File: config.mk
export PLATFORM = sky130hd
export DESIGN_NAME = seg_scan_display
export DESIGN_NICKNAME = d
export VERILOG_FILES = /design/src/rtl/seg_scan_display.sv
export SDC_FILE = /design/constraint.sdc
export NUM_CORES = 1
export LEC_CHECK = 0
export ABC_AREA = 1
export BUFFER_PORTS_ARGS = -buffer_cell sky130_fd_sc_hd__buf_2
export CORE_MARGIN = 2
export CORE_UTILIZATION = 45
export DETAILED_ROUTE_END_ITERATION = 10
export PLACE_DENSITY = 0.62
export REMOVE_ABC_BUFFERS = 1
export SYNTH_ARGS = -nofsm -noshare
export SYNTH_HDL_FRONTEND = slang
export SYNTH_SLANG_ARGS = --single-unit
export TNS_END_PERCENT = 5
File: constraint.sdc
create_clock -name clk -period 6.4 [get_ports clk]
set_input_delay 0.64 -clock clk [delete_from_list [all_inputs] [get_ports clk]]
set_output_delay 0.64 -clock clk [all_outputs]
set_load 0.02 [all_outputs]
File: src/rtl/seg_scan_display.sv
// Time-multiplexed 4-digit common-anode seven-segment driver for the timer's BCD
// score, with frame-coherent snapshots, anti-ghost guard, blanking and lose-blink.
module seg_scan_display #(
  parameter int unsigned REFRESH_DIV = 100000,
  parameter int unsigned BLINK_DIV   = 250,
  parameter int unsigned GUARD       = 2,
  parameter int unsigned LZB         = 1
) (
  input  logic       clk,
  input  logic       clr_n,
  input  logic [3:0] sec_u,
  input  logic [3:0] sec_t,
  input  logic [3:0] sec_h,
  input  logic [3:0] h_sec_u,
  input  logic [3:0] h_sec_t,
  input  logic [3:0] h_sec_h,
  input  logic       show_high,
  input  logic       win_flag,
  input  logic       lose_flag,
  output logic [3:0] an,
  output logic [6:0] seg
);

  localparam int unsigned CNT_W = (REFRESH_DIV > 1) ? $clog2(REFRESH_DIV) : 1;
  localparam int unsigned BLK_W = (BLINK_DIV > 1) ? $clog2(BLINK_DIV) : 1;
  localparam logic [CNT_W-1:0] CNT_LAST   = CNT_W'(REFRESH_DIV - 1);
  localparam logic [CNT_W-1:0] GUARD_LAST = CNT_W'((GUARD > 0) ? GUARD - 1 : 0);
  localparam logic [BLK_W-1:0] BLK_LAST   = BLK_W'((BLINK_DIV > 0) ? BLINK_DIV - 1 : 0);

  localparam logic [6:0] SEG_BLANK = 7'b1111111;
  localparam logic [6:0] SEG_DASH  = 7'b0111111;
  localparam logic [6:0] SEG_L     = 7'b1000111;
  localparam logic [6:0] SEG_H     = 7'b0001001;
  localparam logic [6:0] SEG_D     = 7'b0100001;

  typedef struct packed {
    logic [3:0] u;
    logic [3:0] t;
    logic [3:0] h;
    logic [3:0] hu;
    logic [3:0] ht;
    logic [3:0] hh;
    logic       show_high;
    logic       win;
    logic       lose;
  } frame_t;

  logic [CNT_W-1:0] cnt;
  logic [1:0]       idx;
  logic             run;
  frame_t           snap;
  logic [BLK_W-1:0] blink_cnt;
  logic             blink_on;

  logic             tick;
  logic             frame_start;
  logic [1:0]       idx_nxt;
  frame_t           live;
  frame_t           view;
  logic [BLK_W-1:0] blink_cnt_nxt;
  logic             blink_on_nxt;
  logic [6:0]       seg_nxt;
  logic [3:0]       src_u;
  logic [3:0]       src_t;
  logic [3:0]       src_h;
  logic [6:0]       glyph;
  logic             lit;
  logic             hide_h;
  logic             hide_t;

  function automatic logic [6:0] bcd_seg(input logic [3:0] d);
    logic [6:0] s;
    unique case (d)
      4'd0:    s = 7'b1000000;
      4'd1:    s = 7'b1111001;
      4'd2:    s = 7'b0100100;
      4'd3:    s = 7'b0110000;
      4'd4:    s = 7'b0011001;
      4'd5:    s = 7'b0010010;
      4'd6:    s = 7'b0000010;
      4'd7:    s = 7'b1111000;
      4'd8:    s = 7'b0000000;
      4'd9:    s = 7'b0010000;
      default: s = SEG_DASH;
    endcase
    return s;
  endfunction

  // First tick after reset starts a fresh frame at slot 0 instead of advancing.
  assign tick        = (cnt == CNT_LAST);
  assign frame_start = tick && (!run || (idx == 2'd3));
  assign idx_nxt     = run ? idx + 2'd1 : 2'd0;
  assign live        = '{u: sec_u, t: sec_t, h: sec_h, hu: h_sec_u, ht: h_sec_t,
                         hh: h_sec_h, show_high: show_high, win: win_flag,
                         lose: lose_flag};

  // Blink state advances once per frame so every digit sees both phases.
  always_comb begin
    blink_cnt_nxt = blink_cnt;
    blink_on_nxt  = blink_on;
    if (frame_start) begin
      if (!lose_flag || !snap.lose) begin
        blink_cnt_nxt = '0;
        blink_on_nxt  = 1'b1;
      end else if (blink_cnt == BLK_LAST) begin
        blink_cnt_nxt = '0;
        blink_on_nxt  = ~blink_on;
      end else begin
        blink_cnt_nxt = blink_cnt + BLK_W'(1);
      end
    end
  end

  // Pattern for the slot being entered; slot 0 of a new frame decodes the live inputs.
  always_comb begin
    view    = frame_start ? live : snap;
    src_u   = view.show_high ? view.hu : view.u;
    src_t   = view.show_high ? view.ht : view.t;
    src_h   = view.show_high ? view.hh : view.h;
    lit     = !view.lose || blink_on_nxt;
    hide_h  = (LZB != 0) && (src_h == 4'd0);
    hide_t  = hide_h && (src_t == 4'd0);
    glyph   = SEG_BLANK;
    seg_nxt = SEG_BLANK;
    if (view.lose)           glyph = SEG_L;
    else if (view.win)       glyph = SEG_D;
    else if (view.show_high) glyph = SEG_H;
    unique case (idx_nxt)
      2'd0:    seg_nxt = lit ? bcd_seg(src_u) : SEG_BLANK;
      2'd1:    seg_nxt = (lit && !hide_t) ? bcd_seg(src_t) : SEG_BLANK;
      2'd2:    seg_nxt = (lit && !hide_h) ? bcd_seg(src_h) : SEG_BLANK;
      default: seg_nxt = glyph;
    endcase
  end

  always_ff @(posedge clk or negedge clr_n) begin
    if (!clr_n) begin
      cnt       <= '0;
      idx       <= 2'd0;
      run       <= 1'b0;
      snap      <= '0;
      blink_cnt <= '0;
      blink_on  <= 1'b1;
      an        <= 4'b1111;
      seg       <= SEG_BLANK;
    end else begin
      cnt       <= tick ? '0 : cnt + CNT_W'(1);
      blink_cnt <= blink_cnt_nxt;
      blink_on  <= blink_on_nxt;
      if (frame_start) snap <= live;
      if (tick) begin
        idx <= idx_nxt;
        run <= 1'b1;
        seg <= seg_nxt;
        an  <= (GUARD == 0) ? ~(4'b0001 << idx_nxt) : 4'b1111;
      end else if (run && (GUARD != 0) && (cnt == GUARD_LAST)) begin
        an <= ~(4'b0001 << idx);
      end
    end
  end

endmodule

* After elaboration in Yosys (flattened, before gate mapping)
Memories as Yosys holds them, arrays and structs flattened. Cells that the tools add are included.
Word-level totals: output and inout port bits 11, bits of input ports 29, memory bits (read-only) 336, word-level logic and storage cells 69, bits in registers 67, memories 3
Memories:
- (no name shown) | words 16, bits a word 7, read ports 1, clocked after memory_dff 0, write ports 0, RTL line 73 | unique case (d)
- (no name shown) | words 16, bits a word 7, read ports 1, clocked after memory_dff 0, write ports 0, RTL line 73
- (no name shown) | words 16, bits a word 7, read ports 1, clocked after memory_dff 0, write ports 0, RTL line 73
Operators by class: add/sub/neg operators 3, muxes and demuxes 20, reductions and logical operators 18, bitwise operators 2, shift-type cells 1, equal/unequal tests 6
Operators with widths (number):
- 2-to-1 mux 7 bit | 6
- 2-to-1 mux 27 bit | 1
- one-hot mux 7 bit (3 select lines) | 1
- 2-to-1 mux 4 bit | 5
- adder 17 x 1 -> 17 bit, second input constant | 1
- equality test 17 x 1 -> 1 bit, second input constant | 1
- equality test 17 bit, second input constant | 1
- 2-to-1 mux 17 bit | 1
- 2-to-1 mux 8 bit | 2
- adder 8 x 1 -> 8 bit, second input constant | 1
- equality test 8 bit, second input constant | 1
- zero test 4 bit | 2
- zero test 1 bit | 6
- logical AND 1 bit | 5
- equality test 2 bit, second input constant | 2
- NOT 4 bit | 1
- << shifter 1 x 2 -> 4 bit, first input constant | 1
- logical OR 1 bit | 3
- 2-to-1 mux 1 bit | 3
- adder 2 x 1 -> 2 bit, second input constant | 1
- equality test 2 x 1 -> 1 bit, second input constant | 1
- zero test 2 bit | 1
- 2-to-1 mux 2 bit | 1
- nonzero test 2 bit | 1
- NOT 1 bit | 1

* Logic depth before layout (Yosys ltp)
Gate-level depths: netlist (run 1).
depth in word-level cells 11, depth in mapped cells 22, mapped depth without buffers 22

* Least setup slack after synthesis (run 1)
Ideal clock, no wire load.
kind register to register, start register cnt[0], end register seg[1], path buffers 2, library setup time 72 ps, required time 6328 ps, arrival 2409 ps, period minus slack after synthesis 2481 ps, cell stages (with the launch flop) 21, slack 3919 ps, cell sequence dfrtp_1 -> ha_1 -> nand2_1 -> inv_2 -> nand2_4 -> nor2_4 -> buf_4 -> nand4_4 -> nand2_4 -> buf_12 -> nand2_1 -> nand2_1 -> inv_1 -> ha_1 -> nand3_1 -> a21boi_1 -> nand2_1 -> nand2_1 -> nand4_1 -> nand2_1 -> inv_1
RTL lines:
- start: declaration | RTL line 48 | logic [CNT_W-1:0] cnt;
- start signal: assignment | RTL line 147 | cnt <= tick ? '0 : cnt + CNT_W'(1);
- end signal: assignment | RTL line 154 | seg <= seg_nxt;
- end: declaration | RTL line 21 | output logic [6:0] seg

* Worst setup path in the final report (run 1)
start register idx[0], end register seg[1]
On the way: longest elaborated chain between the ends 11, elaborated cells on any way between the ends 32, those cells by class add/sub: 1; eq/ne: 3; mux: 13; reduce/logical: 12; memory: 3
RTL lines:
- start: declaration | RTL line 49 | logic [1:0] idx;
- start signal: assignment | RTL line 152 | idx <= idx_nxt;
- branches (longest 10 deep; another with memory (16 x 7 bit))
- one-hot mux 7 bit (3 select lines) (*) | RTL line 128 | unique case (idx_nxt)
Mark *: on every way between the ends. A chain may end at the register's enable or synchronous reset.

==> results of run 1 <==
-- cell type report --
class / count / area share, %
Multi-Input combinational cell: 426 / 46.4
Sequential cell: 67 / 33.4
Inverter: 118 / 8.75
Timing Repair Buffer: 40 / 4.01
Tap cell: 133 / 3.29
Clock buffer: 11 / 2.60
Clock inverter: 5 / 1.53
-- path summary, 6_finish.rpt --
check | slack (ns) | end | cells past startpoint | startpoint
hold / removal | 0.48 | cnt[4] | 2 | clr_n
max in group asynchronous | 5.35 | snap[24] | 2 | clr_n
hold reg to reg | 0.49 | snap[24] | 2 | snap[24]
min in group clk | 0.49 | snap[24] | 2 | snap[24]
setup / recovery | 2.99 | seg[1] | 17 | idx[0]
setup reg to reg | 2.99 | seg[1] | 17 | idx[0]
-- through the flow --
step	hold slack, ns	instances	util [%]	worst slack [ns]	cell area [µm²]
after global placement	0.467	784	49.4	3.14	4850
after global routing	0.527	800	51.5	2.61	5060
after detailed placement	0.470	784	49.4	2.98	4850
final	0.477	800	51.5	2.99	5060
after floorplan	0.344	611	-	3.61	4480
after CTS	0.490	800	51.5	2.98	5060
-- flip-flops by register name, indices dropped and copies added, names as in the netlist --
| signal | flops |
|---|---|
| an | 4 |
| blink_cnt | 8 |
| blink_on | 1 |
| cnt | 17 |
| idx | 2 |
| run | 1 |
| seg | 7 |
| snap | 27 |
-- power breakdown --
group	internal (mW)	switching [mW]	total, mW
sequential	0.423	0	0.423
combinational	0.00700	0.0129	0.0199
clock	0.219	0.173	0.391
total	0.649	0.186	0.835
-- cells by family after synthesis --
| group | count (synthesis) |
|---|---|
| simple gates | 338 |
| buf+inv | 130 |
| flops | 67 |
| compound gates | 58 |
| fa+ha+maj | 25 |
| xor+xnor | 5 |
-- synthesized netlist by cell type, types with 4 or more instances --
master,instances,area share [%]
nand2_1,168,14
inv_1,109,8.9
dfrtp_1,55,30
nor2_1,44,3.6
nand3_1,37,4.0
ha_1,25,6.8
nand4_1,23,3.1
nand2_2,21,2.9
o21ai_0,17,1.9
a21oi_1,15,1.6
dfstp_2,12,6.9
o21ai_1,12,1.3
nand2_4,10,2.5
inv_2,8,0.66
or2_2,7,0.96
nor3_1,6,0.66
nand3b_1,5,0.82
nor2_4,5,1.2
o211ai_1,5,0.82
buf_2,4,0.44
o21ai_2,4,0.76
-- layer usage --
| layer | GRT usage [%] | up-vias |
|---|---|---|
| met5 | 0 | - |
| met4 | 8.29 | 0 |
| met3 | 2.74 | 15 |
| met2 | 31.4 | 59 |
| met1 | 24.8 | 1793 |
| li1 | - | 2017 |
==> results.json, run 1 <==
{
  "ys_ff_latch": 67,
  "syn_inst": 623,
  "crit_arrival_ns": 3.70,
  "ir_drop_mv": 0.0824,
  "p_leak_nw": 2.98,
  "viasPerCell": 4.86,
  "hold_path.class": "in -> async",
  "synthAdderAreaFrac_pct": 6.83,
  "wl_met2_mm": 4.69,
  "synthDistinctLibCells": 39,
  "clkSinkCount": 67,
  "clock-root-buffer": "clkbuf_8",
  "multi_input_area_um2": 2350,
  "synth-edff-count": 0,
  "postRouteAntennaNets": 0,
  "top_layer_used": "met4",
  "async_flop_share_pct": 100,
  "synth-xor-area-share_pct": 0.956,
  "cts.clk_slew.worst_paths_ns": 0.08,
  "die_w_um": 105,
  "slowest_stage": "nand3_4",
  "hpwl_mm": 7.37,
  "antenna_found_initial": 0,
  "yosysWarnings": 0,
  "cts_resized": 0,
  "clock_latency_ns": 0.35,
  "wl_mm": 9.98,
  "met3WireLength_um": 289,
  "fin_setup_tns_ns": 0,
  "overflow": 0,
  "synth_top_family_by_area": "simple AND/OR/NAND/NOR gates",
  "hold_buffers": 0,
  "portBuffers": 39,
  "detail_route.wl_per_cell_um": 12.5,
  "cts_setup_buffers": 0,
  "cts_buffers": 9,
  "layout_commonest_cell": "nand2_1",
  "route.vias.total": 3884,
  "cp-end-kind": "flip-flop",
  "core_area_um2": 9820,
  "synthMuxAreaShare_pct": 0,
  "max_freq_ghz": 0.293,
  "period_needed_ns": 3.41,
  "ios": 40,
  "synth_compound_area_share_pct": 7.18,
  "cellPowerDensity_nw_per_um2": 165,
  "syn_avg_cell_area_um2": 7.35,
  "seq_area_frac_synth_pct": 36.9,
  "crit_path_max_fanout": 34,
  "finalSetupViolations": 0,
  "critPathTopFamily": "simple AND/OR/NAND/NOR gates",
  "final_cell_mix": "nand2_1, inv_1, dfrtp_1",
  "rsz0062_at_grt": "false",
  "fillers": 1002,
  "grt_pass1_wl_mm": 17.0,
  "path_cells": "ha_1 -> inv_1 -> nand2_1 -> nand3_4 -> nand2_1 -> nand2_4 -> nand2_1 -> nand2_1 -> inv_1 -> ha_1 -> nand3_1 -> a21boi_1 -> nand2_1 -> nand2_1 -> nand4_1 -> nand2_1 -> inv_1",
  "finalHoldViolCount": 0,
  "grt_max_degree": 68,
  "track_usage_pct": 19.1,
  "die_y_um": 105,
  "synth-simple-area-share_pct": 36.3,
  "cp-start-kind": "flip-flop",
  "critPathBufInv": 3,
  "area_delta_synth_final_pct": 10.4,
  "total_power_mw": 0.835,
  "crit_type": "reg -> reg",
  "gp_congestion": 0.836,
  "cts_max_level": 3,
  "drt_iter0_markers": 178,
  "fin_skew_ns": 0.0116,
  "relSlewSlack_pct": 41.8,
  "synth_area_um2": 4580,
  "clk_path_buf_depth": 2,
  "grt_pass1_vias": 3682,
  "status": "complete, no violations",
  "finalCritPeriodShare_pct": 53.2,
  "regArea_um2": 1690,
  "rows": 36,
  "antenna_cells": 0,
  "dominantRegCellSynth": "dfrtp_1",
  "die_area_um2": 11000,
  "layout.nets": 716,
  "drive_gt1_share_pct": 19.5,
  "met1_length_mm": 4.78,
  "worst_pin_slew_ns": 0.873,
  "crit_top_cell": "nand2_1",
  "drc": 0,
  "final-max-slew-violation-count": 0,
  "cts_tree": "done",
  "critical-path-max-stage-delay_ns": 0.51,
  "drv_cap": 0,
  "first_pass_iters": 4,
  "required_ns": 6.69,
  "start_util_pct": 46.7
}
Power figures use the tool's default switching activity.
==> run 2, diff against run 1 <==
Settings changed: ABC_AREA 1 to 0, PLACE_DENSITY 0.62 to 0.65.
Clock period 6.4 ns to 2.7 ns, I/O delays scaled along.
==> run 2 against run 1 <==
Net effect:
- the run now ends with setup timing left
- critical endpoint is now seg[5]
- maximum frequency increased by 21%
- non-clock buffer count increased by 81
- worst hold slack got worse by 0.36 ns
- sequential power increased by 140%
- clock skew decreased by 0.0016 ns
- highest routed layer unchanged
- critical path depth decreased by 3
==> results.json, run 2 <==
{
  "grt_max_degree": 41,
  "cp-end-kind": "flip-flop",
  "synth_area_um2": 4420,
  "grt_pass1_vias": 4029,
  "ys_ff_latch": 67,
  "syn_avg_cell_area_um2": 8.59,
  "rows": 36,
  "ios": 40,
  "reg_top3": "snap: 27 flops, cnt: 17 flops, blink_cnt: 8 flops",
  "crit_type": "reg -> reg",
  "cts_max_level": 3,
  "track_usage_pct": 24.5,
  "die_w_um": 103,
  "critPathTopFamily": "simple AND/OR/NAND/NOR gates",
  "fin_util_pct": 60.2,
  "crit_arrival_ns": 3.11,
  "clock-root-buffer": "clkbuf_8",
  "syn_inst": 514,
  "first_pass_iters": 5,
  "cts_tree": "done",
  "cts_buffers": 9,
  "antenna_found_initial": 0,
  "multi_input_area_um2": 2770,
  "fillers": 902,
  "final_cell_mix": "nand2_1, buf_4, dfrtp_1",
  "max_freq_ghz": 0.356,
  "drive_gt1_share_pct": 33.3,
  "p_leak_nw": 2.57,
  "route.vias.total": 4097,
  "synthMostInstantiatedCell": "nand2_1",
  "worst_pin_slew_ns": 0.751,
  "fin_skew_ns": 0.00996,
  "fin_setup_tns_ns": -0.476,
  "setup_ws_ns": -0.112,
  "synth_area_leaders": "dfrtp_1, nand2_1, dfstp_2, ha_1, mux2i_1",
  "wl_mm": 12.1,
  "slowest_stage": "dfrtp_1",
  "start_util_pct": 45.8,
  "period_needed_ns": 2.81,
  "seq_area_frac_synth_pct": 38.3,
  "final-max-slew-violation-count": 0,
  "critical-path-max-stage-delay_ns": 0.37,
  "status": "complete, but fails checks",
  "core_area_um2": 9640,
  "die_area_um2": 10600,
  "async_flop_share_pct": 100,
  "violations": "setup timing",
  "required_ns": 3.00,
  "cellPowerDensity_nw_per_um2": 375,
  "layout_commonest_cell": "nand2_1",
  "regArea_um2": 1690,
  "gp_congestion": 0.995,
  "drt_iter0_markers": 209,
  "detail_route.wl_per_cell_um": 15.9,
  "overflow": 0,
  "rsz0062_at_grt": "true",
  "clk_path_buf_depth": 2,
  "synth_top_area_share_pct": 31.2,
  "cts.clk_slew.worst_paths_ns": 0.08,
  "area_delta_synth_final_pct": 31.4,
  "synth-edff-count": 0,
  "antenna_cells": 0,
  "yosysWarnings": 0,
  "portBuffers": 39,
  "synthTopCellsByCount": "nand2_1, dfrtp_1, nor2_1, o21ai_0, ha_1",
  "dp_slack_ns": -0.320,
  "die_y_um": 103,
  "hold_path.class": "in -> reg",
  "largest_reg_flops": 27,
  "synth_top_cell_by_area": "dfrtp_1",
  "grt_pass1_wl_mm": 19.7,
  "crit_path_max_fanout": 4,
  "viasPerCell": 5.37,
  "finalSetupViolations": 7,
  "finalCritPeriodShare_pct": 104,
  "drv_cap": 0,
  "layout.nets": 679,
  "relSlewSlack_pct": 49.5,
  "drc": 0,
  "ir_drop_mv": 0.209,
  "clkSinkCount": 67,
  "finalHoldViolCount": 0,
  "critPathBufInv": 1,
  "hpwl_mm": 9.21,
  "clock_latency_ns": 0.37,
  "cp-start-kind": "flip-flop",
  "met1_usage_pct": 29.6,
  "dominantRegCellSynth": "dfrtp_1",
  "postRouteAntennaNets": 0,
  "busiest_layer": "met2",
  "path_cells": "ha_2 -> and4_4 -> and4_4 -> and3_4 -> buf_6 -> nand2_2 -> nand2_2 -> ha_4 -> nand2_4 -> o311a_1 -> a211oi_2 -> nor2_1 -> o21a_1 -> a31oi_1",
  "largest-register": "snap",
  "synthDistinctLibCells": 56,
  "use_met2_pct": 41.9,
  "gr-usage-met3_pct": 5.49
}
-- run 2: final timing paths --
path                            startpoint            to  slack [ns]  cells past startpoint
max in group asynchronous            clr_n        seg[4]        1.50                      3
min in group asynchronous            clr_n  blink_cnt[3]        0.48                      2
worst max-delay path                cnt[0]        seg[5]       -0.11                     14
worst min register to register    snap[23]      snap[23]        0.47                      2
worst max register to register      cnt[0]        seg[5]       -0.11                     14
worst min-delay path              sec_t[3]      snap[22]        0.11                      3
-- run 2: through the flow --
step	instance area, µm²	cells	power [mW]	hold WS, ns
final	5800	763	2.17	0.112
after floorplan	4310	493	1.05	-0.0256
after detailed placement	5240	738	1.12	0.341
after global placement	5240	738	1.12	0.336
after CTS	5710	761	2.19	0.104
after global routing	5800	763	2.24	0.106
-- run 2: area by class of cell --
class                      instances  area share, %
clock buffer                      10           2.37
clock inverter                     6           1.94
inverter                          20           1.29
multi-input combinational        406           47.8
sequential                        67           29.2
tap                              133           2.87
timing repair buffer             121           14.6
-- run 2: what timing repair did --
item / 4_1_cts / 5_1_grt
endpoints found under the setup margin: 7 / 7
pin swaps: 19 / 12
buffers inserted: 6 / 2
hold endpoints to repair: 27 / 0
hold buffers: 1 / 0
gates resized for setup: 38 / 15
-- run 2: metal layers --
layer,vias to the layer above,wire (µm)
met4,0,456
met2,69,6010
met1,1991,5290
met3,28,357
met5,-,0
li1,2009,-
-- run 2: cells by family (layout without fill, tap and decap cells) --
family | count (synthesis) | count (layout) | synth area share (%)
and+or+nand+nor | 235 | 235 | 24.3
AOI/OAI and AO/OA | 92 | 92 | 13.9
muxes | 39 | 39 | 9.35
adders and majority gates | 25 | 25 | 7.08
buffers and inverters | 41 | 157 | 4.14
xor gates and xnor gates | 15 | 15 | 2.98
DFF | 67 | 67 | 38.3
-- run 2: power by group --
group	internal, mW	switching, mW
clock network	0.640	0.426
logic	0.0381	0.0610
registers	1.01	0.00103
total	1.68	0.488
-- run 2: worst register-to-register path, stage by stage, from the launching register on --
cell,delay [ns]
dfrtp_1,0.37
ha_2,0.19
and4_4,0.22
and4_4,0.23
and3_4,0.22
buf_6,0.13
nand2_2,0.05
nand2_2,0.10
ha_4,0.15
nand2_4,0.06
o311a_1,0.34
a211oi_2,0.24
nor2_1,0.09
o21a_1,0.20
a31oi_1,0.17
==> run 3, diff against run 2 <==
Settings changed: ABC_AREA 0 to 1, CORE_UTILIZATION 45 to 55, PLACE_DENSITY 0.65 to 0.76.
==> run 3 against run 2 <==
Net effect:
- the run ends with hold timing left
- global-route usage is 0.43 points higher
- core utilization up 10 points
- clock skew increased by 0.0044 ns
- clock-buffer cell count unchanged
- worst setup slack better by 0.16 ns
- maximum frequency increased by 6.0%
- sequential share of layout area increased by 0.41 points
- cell count grew 7.3%
- die area fell by 15%
- total power fell by 6.6%
- via count is 2.3% higher
- critical path depth is 7 higher
- critical path type unchanged
==> results.json, run 3 (synthesis gave the netlist of run 1 again) <==
{
  "overflow": 0,
  "cellPowerDensity_nw_per_um2": 354,
  "cts_buffers": 9,
  "max_freq_ghz": 0.377,
  "rows": 33,
  "clk_path_buf_depth": 2,
  "clock-root-buffer": "clkbuf_8",
  "dpl_cell_area_um2": 5010,
  "drt_iter0_markers": 180,
  "ios": 40,
  "finalHoldViolCount": 1,
  "worst_pin_slew_ns": 0.825,
  "antenna_found_initial": 0,
  "fillers": 658,
  "hold_path.class": "in -> async",
  "die_w_um": 95.3,
  "layout_commonest_cell": "nand2_1",
  "combPwrFrac_pct": 2.6,
  "antenna_cells": 0,
  "final_cell_mix": "nand2_1, inv_1, dfrtp_1",
  "gr-usage-met3_pct": 5.93,
  "viasPerCell": 5.12,
  "clkPwrFrac_pct": 48.0,
  "crit_arrival_ns": 2.96,
  "area_delta_synth_final_pct": 25.0,
  "finalSetupViolations": 0,
  "drive_gt1_share_pct": 30.3,
  "status": "complete, but fails checks",
  "track_usage_pct": 25.0,
  "clock_latency_ns": 0.37,
  "grt_max_degree": 38,
  "cp-start-kind": "flip-flop",
  "required_ns": 3.01,
  "crit_path_max_fanout": 7,
  "final_area_um2": 5730,
  "wl_mm": 11.2,
  "layout.nets": 763,
  "dp_slack_ns": -0.0922,
  "die_y_um": 95.3,
  "clkSinkCount": 67,
  "violations": "hold timing",
  "netSwitchingPower_mw": 0.464,
  "total_power_mw": 2.03,
  "portBuffers": 39,
  "fin_skew_ns": 0.0144,
  "p_leak_nw": 3.24,
  "grt_pass1_wl_mm": 17.4,
  "busiest_layer": "met2",
  "fin_setup_tns_ns": 0,
  "die_area_um2": 9080,
  "largest_reg_flops": 27,
  "setup_ws_ns": 0.0480,
  "grt_pass1_vias": 3837,
  "cts.clk_slew.worst_paths_ns": 0.09,
  "cp-end-kind": "flip-flop",
  "gp_congestion": 0.855,
  "final-max-slew-violation-count": 0,
  "cts_tree": "done",
  "met1_usage_pct": 30.4,
  "reg_top3": "snap: 27 flops, cnt: 17 flops, blink_cnt: 8 flops",
  "use_met2_pct": 42.5,
  "period_needed_ns": 2.65,
  "start_util_pct": 56.3,
  "holdWs_ns": -0.00476,
  "ir_drop_mv": 0.228,
  "relSlewSlack_pct": 45.0,
  "crit_type": "reg -> reg",
  "drv_cap": 0,
  "rsz0062_at_grt": "true",
  "dp.cells": 778,
  "first_pass_iters": 4,
  "drc": 0,
  "seq_power_share_pct": 49.4,
  "cts_max_level": 3,
  "fin_util_pct": 70.4,
  "intPower_mw": 1.57,
  "route.vias.total": 4191,
  "postRouteAntennaNets": 0,
  "largest-register": "snap",
  "switching_share_pct": 22.8,
  "detail_route.wl_per_cell_um": 13.6,
  "hpwl_mm": 7.89,
  "core_area_um2": 8130,
  "finalCritPeriodShare_pct": 98.2,
  "final_cells": 819
}
## run 3: cell count changes in the layout (fill, tap and decap cells not counted), sizes merged, moves of 8 or more
cell   delta
a31oi     -8
nor2      +8
nor3      -8
mux2i    -24
buf      -34
mux2     -15
inv      +98
nand3    +21
nand4    +19
nand2    +90
## run 3: worst paths after layout
check / to / from / slack, ns / cells after the start
min in group clk: snap[16] / sec_h[1] / 0.14 / 3
hold reg to reg: snap[3] / snap[3] / 0.49 / 2
max in group asynchronous: snap[8] / clr_n / 1.95 / 2
setup reg to reg: seg[5] / cnt[1] / 0.05 / 21
hold / removal: cnt[1] / clr_n / -0.005 / 1
setup / recovery: seg[5] / cnt[1] / 0.05 / 21
## run 3: power by group through the flow
stage,logic (mW),registers (mW),clock network [mW]
floorplan,0.00453,1.02,0
global placement,0.0517,1.02,0
detailed placement,0.0526,1.02,0
CTS,0.0530,1.00,0.980
global route,0.0609,1.00,1.04
finish,0.0526,1.00,0.974
## run 3: timing repair
| item | 4_1_cts | 5_1_grt |
|---|---|---|
| buffers inserted | 2 | 22 |
| hold buffers | 0 | 0 |
| gates cloned | 0 | 1 |
| endpoints found under the setup margin | 7 | 7 |
| gates resized for setup | 2 | 78 |
| pin swaps | 0 | 31 |
## run 3: critical path: stages (launching register included)
cell and delay, ns:
dfrtp_1 0.37, ha_2 0.19, nand2_2 0.05, inv_2 0.08
nand2_4 0.08, nor2_4 0.18, nand3_4 0.16, buf_8 0.18
o21ai_4 0.17, nand2_2 0.09, nand2_4 0.12, inv_4 0.06
ha_4 0.14, nand3b_1 0.15, nand3_1 0.08, nand2_1 0.06
inv_1 0.05, nand2_1 0.05, nand2_1 0.07, nand4_1 0.11
nand2_1 0.09, inv_1 0.04
## run 3: area by class of cell
class | instances | area (µm²) | area share (%)
Clock buffer | 10 | 138 | 2.40
Clock inverter | 6 | 88.8 | 1.55
Inverter | 118 | 450 | 7.86
Multi-Input combinational cell | 427 | 2620 | 45.7
Sequential cell | 67 | 1690 | 29.6
Tap cell | 105 | 131 | 2.29
Timing Repair Buffer | 86 | 611 | 10.7
## run 3: metal layers
| metal | vias up | wire [µm] | share of wire (%) |
|---|---|---|---|
| met4 | 0 | 221 | 2.0 |
| li1 | 2123 | - | - |
| met1 | 1946 | 4870 | 44 |
| met5 | - | 0 | 0 |
| met2 | 98 | 5620 | 50 |
| met3 | 24 | 473 | 4.2 |
